--- src/rtl/instr_fetch_if.sv ---
// Load-port and CPU fetch-port bundle for the instruction fetch unit.
// master = program source / CPU side, slave = instr_fetch_unit.
interface instr_fetch_if #(
  parameter int AW = 4
);
  logic          load_valid;
  logic [7:0]    load_data;
  logic          load_last;
  logic          load_ready;
  logic          reload;
  logic [7:0]    pc;
  logic [7:0]    instruction;
  logic          instr_valid;
  logic          cpu_reset;
  logic [AW:0]   prog_len;
  logic          fault;

  modport master (
    output load_valid, load_data, load_last, reload, pc,
    input  load_ready, instruction, instr_valid, cpu_reset, prog_len, fault
  );

  modport slave (
    input  load_valid, load_data, load_last, reload, pc,
    output load_ready, instruction, instr_valid, cpu_reset, prog_len, fault
  );
endinterface

--- src/rtl/instr_fetch_unit.sv ---
// Program loader and instruction server: fills a byte store over a valid/ready
// port, then serves one byte per PC and halts the CPU on illegal fetches.
module instr_fetch_unit #(
  parameter int DEPTH = 16,
  parameter int AW    = 4
) (
  input logic          clk,
  input logic          reset_n,
  instr_fetch_if.slave bus
);

  localparam logic [1:0] ST_LOAD = 2'd0;
  localparam logic [1:0] ST_RUN  = 2'd1;
  localparam logic [1:0] ST_HALT = 2'd2;

  logic [1:0]    state_r;
  logic [AW:0]   prog_len_r;
  logic [7:0]    mem_r [DEPTH];
  logic          load_ready_r;
  logic          cpu_reset_r;
  logic          instr_valid_r;
  logic          fault_r;
  logic [7:0]    instruction_r;

  logic          xfer_s;
  logic          last_xfer_s;
  logic          fetch_ok_s;
  logic [AW-1:0] idx_s;

  // Transfer qualification and fetch legality; prog_len doubles as the write pointer.
  always_comb begin
    idx_s       = bus.pc[AW+1:2];
    xfer_s      = reset_n && load_ready_r && bus.load_valid && !bus.reload;
    last_xfer_s = bus.load_last || (prog_len_r == (AW+1)'(DEPTH - 1));
    fetch_ok_s  = (bus.pc[1:0] == 2'b00) &&
                  ((bus.pc >> (AW + 2)) == 8'h00) &&
                  ({1'b0, idx_s} < prog_len_r);
  end

  // Instruction store: written only on accepted transfers, never cleared.
  always_ff @(posedge clk) begin
    if (xfer_s) begin
      mem_r[prog_len_r[AW-1:0]] <= bus.load_data;
    end
  end

  // Control state machine; reload overrides any same-cycle transfer or fault.
  always_ff @(posedge clk or negedge reset_n) begin
    if (!reset_n) begin
      state_r       <= ST_LOAD;
      prog_len_r    <= '0;
      load_ready_r  <= 1'b1;
      cpu_reset_r   <= 1'b1;
      instr_valid_r <= 1'b0;
      instruction_r <= 8'h00;
      fault_r       <= 1'b0;
    end else if (bus.reload) begin
      state_r       <= ST_LOAD;
      prog_len_r    <= '0;
      load_ready_r  <= 1'b1;
      cpu_reset_r   <= 1'b1;
      instr_valid_r <= 1'b0;
      instruction_r <= 8'h00;
      fault_r       <= 1'b0;
    end else begin
      case (state_r)
        ST_LOAD: begin
          if (xfer_s) begin
            prog_len_r <= prog_len_r + (AW+1)'(1);
            if (last_xfer_s) begin
              state_r      <= ST_RUN;
              load_ready_r <= 1'b0;
              cpu_reset_r  <= 1'b0;
            end
          end
        end
        ST_RUN: begin
          if (fetch_ok_s) begin
            instruction_r <= mem_r[idx_s];
            instr_valid_r <= 1'b1;
          end else begin
            instruction_r <= 8'h00;
            instr_valid_r <= 1'b0;
            fault_r       <= 1'b1;
            cpu_reset_r   <= 1'b1;
            state_r       <= ST_HALT;
          end
        end
        ST_HALT: begin
          instruction_r <= 8'h00;
          instr_valid_r <= 1'b0;
          cpu_reset_r   <= 1'b1;
          load_ready_r  <= 1'b0;
        end
        default: begin
          // Unreachable encoding: park safely with the CPU held in reset.
          state_r       <= ST_HALT;
          instruction_r <= 8'h00;
          instr_valid_r <= 1'b0;
          cpu_reset_r   <= 1'b1;
          load_ready_r  <= 1'b0;
          fault_r       <= 1'b1;
        end
      endcase
    end
  end

  assign bus.load_ready  = load_ready_r;
  assign bus.instruction = instruction_r;
  assign bus.instr_valid = instr_valid_r;
  assign bus.cpu_reset   = cpu_reset_r;
  assign bus.prog_len    = prog_len_r;
  assign bus.fault       = fault_r;

endmodule
--- src/flat_wrapper.sv ---
// flat-port wrapper written by rule: the top's interface ports become plain ports
module instr_fetch_unit_flat 
#(
  parameter int DEPTH = 16,
  parameter int AW    = 4
)
  (clk, reset_n, bus_load_valid, bus_load_data, bus_load_last, bus_reload, bus_pc, bus_load_ready, bus_instruction, bus_instr_valid, bus_cpu_reset, bus_prog_len, bus_fault);
  instr_fetch_if #(.AW(AW)) bus_i ();
  input logic clk;
  input logic reset_n;
  input wire logic [$bits(bus_i.load_valid)-1:0] bus_load_valid;
  input wire logic [$bits(bus_i.load_data)-1:0] bus_load_data;
  input wire logic [$bits(bus_i.load_last)-1:0] bus_load_last;
  input wire logic [$bits(bus_i.reload)-1:0] bus_reload;
  input wire logic [$bits(bus_i.pc)-1:0] bus_pc;
  output wire logic [$bits(bus_i.load_ready)-1:0] bus_load_ready;
  output wire logic [$bits(bus_i.instruction)-1:0] bus_instruction;
  output wire logic [$bits(bus_i.instr_valid)-1:0] bus_instr_valid;
  output wire logic [$bits(bus_i.cpu_reset)-1:0] bus_cpu_reset;
  output wire logic [$bits(bus_i.prog_len)-1:0] bus_prog_len;
  output wire logic [$bits(bus_i.fault)-1:0] bus_fault;
  assign bus_i.load_valid = bus_load_valid;
  assign bus_i.load_data = bus_load_data;
  assign bus_i.load_last = bus_load_last;
  assign bus_i.reload = bus_reload;
  assign bus_i.pc = bus_pc;
  assign bus_load_ready = bus_i.load_ready;
  assign bus_instruction = bus_i.instruction;
  assign bus_instr_valid = bus_i.instr_valid;
  assign bus_cpu_reset = bus_i.cpu_reset;
  assign bus_prog_len = bus_i.prog_len;
  assign bus_fault = bus_i.fault;
  instr_fetch_unit #(.DEPTH(DEPTH), .AW(AW)) u_core (.clk(clk), .reset_n(reset_n), .bus(bus_i));
endmodule
--- config.mk ---
export PLATFORM = sky130hd
export DESIGN_NAME = instr_fetch_unit_flat
export DESIGN_NICKNAME = d
export VERILOG_FILES = /design/src/rtl/instr_fetch_if.sv /design/src/rtl/instr_fetch_unit.sv /design/src/flat_wrapper.sv
export SDC_FILE = /design/constraint.sdc
export NUM_CORES = 1
export LEC_CHECK = 0
export ABC_AREA = 0
export ABC_CLOCK_PERIOD_IN_PS = 7100
export CELL_PAD_IN_SITES_DETAIL_PLACEMENT = 1
export CELL_PAD_IN_SITES_GLOBAL_PLACEMENT = 2
export CORE_MARGIN = 2
export CORE_UTILIZATION = 30
export CTS_BUF_LIST = sky130_fd_sc_hd__clkbuf_4
export CTS_CLUSTER_DIAMETER = 200
export DETAILED_ROUTE_END_ITERATION = 8
export PLACE_DENSITY = 0.65
export SETUP_SLACK_MARGIN = 0.1
export SYNTH_ARGS = -nofsm -noshare
export SYNTH_HDL_FRONTEND = slang
export SYNTH_SLANG_ARGS = --single-unit
--- constraint.sdc ---
create_clock -name clk -period 7.1 [get_ports clk]
set_clock_uncertainty 0.2 [all_clocks]
set_input_delay 2.13 -clock clk [delete_from_list [all_inputs] [get_ports clk]]
set_output_delay 2.13 -clock clk [all_outputs]
set_load 0.02 [all_outputs]
==> results.json <==
{
  "num_rows": 51,
  "netlist_area_mm2": 0.00588,
  "path_max_fanout": 33,
  "ys_async_sr_fraction": 0.129,
  "drc": 0,
  "yosysMostFrequentCell": "edfxtp_1",
  "synthTopCellsByArea": "edfxtp_1 65%, mux4_2 12%, dfrtp_1 7.2%, nor2_1 1.8%, ha_1 1.7%",
  "grt-ovfl-total": 0,
  "vias": 2993,
  "period_share": 0.617,
  "p_int_w": 0.00113,
  "hold_viol_final": 0,
  "regArea_mm2": 0.00432,
  "powerDensity_mw_per_mm2": 216,
  "hold_class": "flop to flop",
  "end_kind": "flop",
  "synthDominantCellAreaShare": 0.653,
  "setup_viol": 0,
  "combPwrFrac": 0.064,
  "drt_iter0_drc": 179,
  "multi_input_area_mm2": 0.00148,
  "avgSynthCellArea_um2": 19.2,
  "die_area_mm2": 0.0208,
  "yosys_register_bits": 147,
  "drt-total-wl_um": 13200,
  "place.gp.congestion": 0.743,
  "viasPerCell": 4.71,
  "switching_power_w": 0.000343,
  "dp_hpwl_um": 8490,
  "clock.fmax_mhz": 228,
  "grtUsageTotal": 0.138,
  "synth.top_cells.by_count": "128 x edfxtp_1, 32 x mux4_2, 28 x nor2_1",
  "ys.flop_type": "edfxtp_1",
  "core_mm2": 0.0193,
  "ys_seq_area_frac": 0.734,
  "areaGrowthSynthToFinish_pct": 15.8,
  "clkPwrFrac": 0.293,
  "die_h_um": 144,
  "slew_headroom": 0.354,
  "cts_buffers": 17,
  "synth_cells": 306,
  "tns_ns": 0,
  "p_leak_nw": 2.24,
  "grt_pass1_vias": 3269,
  "nets": 386,
  "swShare": 0.233,
  "synth_edf_count": 128,
  "pwr-share-seq": 0.644,
  "clkSinkCount": 147,
  "cts_setup_buffers": 0,
  "syn-num-nets": 335,
  "io-pin-count": 38,
  "holdBufCountCts": 0,
  "outcome": "finished, final reports clean",
  "min_period_ns": 4.38,
  "cts_tree": "yes",
  "cts-root-buf": "clkbuf_4",
  "dr.pass1.iters": 4,
  "worstSetupStartpointType": "input port",
  "worstPathArrival_ns": 4.69,
  "yosysWarnings": 0,
  "path_clk_slew_ns": 0.11,
  "fillCellCount": 1962,
  "ctsResizeCount": 0,
  "layout-drive-gt1-share": 0.251,
  "fin_util": 0.352,
  "h-tree-depth": 4,
  "worst-setup-path-type": "input port to flop",
  "max-vdd-ir-drop_mv": 0.0759,
  "die_x_um": 144,
  "synth_top_area_cell": "edfxtp_1",
  "required_ns": 7.41,
  "worst_slew_pin_slew_ns": 0.965,
  "clk_path_buf_depth": 2,
  "wl_per_cell_um": 20.7,
  "final_max_slew_viol_count": 0,
  "cap_violations": 0,
  "clock_latency_ns": 0.56,
  "portBuffers": 37,
  "grt_pass1_wl_um": 20100,
  "rsz0062_at_grt": "false",
  "postRouteAntennaNets": 0,
  "grt_max_degree": 34,
  "antenna_found_initial": 1,
  "synth.distinct_cells": 33,
  "start_util": 0.304
}
[through the flow]
stage	power, W	hold slack, ns	cells	setup WS, ns	cell area [µm²]
2_1_floorplan	0.00102	0.329	306	3.01	5880
3_3_place_gp	0.00106	0.265	603	2.13	6590
3_5_place_dp	0.00106	0.281	603	2.08	6590
4_1_cts	0.00149	0.308	635	2.71	6810
5_1_grt	0.00153	0.323	636	2.55	6810
6_report	0.00147	0.304	636	2.72	6810
[power by group through the flow]
stage	Combinational [W]	Sequential [W]	Clock, W
floorplan	0.0000483	0.000969	0
global placement	0.0000939	0.000967	0
detailed placement	0.0000962	0.000968	0
CTS	0.0000966	0.000948	0.000448
global route	0.000103	0.000949	0.000475
finish	0.0000936	0.000948	0.000431
[layer usage]
metal,track usage,up-vias,part of all wire
li1,-,1325,-
met1,0.170,1587,0.44
met2,0.234,59,0.50
met3,0.0351,22,0.032
met4,0.0542,0,0.018
met5,0,-,0
[final cells by class]
class,count,area share
Sequential cell,147,0.634
Multi-Input combinational cell,137,0.217
Timing Repair Buffer,46,0.0636
Tap cell,265,0.0487
Clock buffer,20,0.0220
Clock inverter,12,0.00992
Inverter,8,0.00441
Antenna cell,1,0.000367
[critical path: stages]
cell and delay (ns):
clkdlybuf4s50_1 0.45, buf_4 0.44, ha_1 0.34, nand2b_1 0.08
inv_1 0.07, a2111o_1 0.46, nor3_2 0.45, a221o_2 0.25
[logic make-up after synthesis]
family | after synthesis | synth area share
DFF | 147 | 0.734
and+or+nand+nor | 56 | 0.0453
muxes | 49 | 0.153
buffers and inverters | 22 | 0.0149
AOI/OAI and AO/OA | 21 | 0.0308
adders and majority gates | 8 | 0.0170
xor gates and xnor gates | 3 | 0.00447
[cell usage in the layout, fill, tap and decap left out, types with 2 or more instances in the layout]
cell and n:
a21o_1 2, a21oi_1 3, a221o_1 2, a221o_2 6
buf_4 9, clkbuf_4 20, clkdlybuf4s50_1 36, clkinv_1 2
clkinv_2 6, clkinvlp_4 4, dfrtp_1 17, dfstp_2 2
edfxtp_1 128, ha_1 8, inv_1 8, mux2_2 8
mux2i_1 9, mux4_2 32, nand2_1 9, nand2b_1 2
nor2_1 28, nor2b_1 3, nor3_1 6, o21ai_0 4
or4_4 2, xnor2_1 3
[final timing paths]
check / cells past startpoint / to / slack [ns] / from
setup / recovery: 8 / u_core.bus.instruction[2]$_DFFE_PN0N_ / 2.72 / bus_pc[5]
hold / removal: 1 / u_core.bus.instr_valid$_DFFE_PN0N_ / 0.30 / u_core.bus.instr_valid$_DFFE_PN0N_
setup reg to reg: 7 / u_core.bus.instruction[2]$_DFFE_PN0N_ / 4.27 / u_core.bus.prog_len[2]$_DFFE_PN0P_
hold reg to reg: 1 / u_core.bus.instr_valid$_DFFE_PN0N_ / 0.30 / u_core.bus.instr_valid$_DFFE_PN0N_
max in group asynchronous: 2 / u_core.bus.cpu_reset$_DFFE_PN1P_ / 4.71 / reset_n
min in group asynchronous: 2 / u_core.bus.prog_len[2]$_DFFE_PN0P_ / 1.70 / reset_n
[state kept, by name (all words and copies together) (netlist names)]
| signal | flops |
|---|---|
| u_core.bus.instruction | 8 |
| u_core.bus.prog_len | 5 |
| u_core.bus.fault | 1 |
| u_core.bus.load_ready | 1 |
| u_core.state_r | 2 |
| u_core.bus.instr_valid | 1 |
| u_core.bus.cpu_reset | 1 |
| u_core.mem_r | 128 |
No activity file was read; power rests on OpenSTA's default activity.
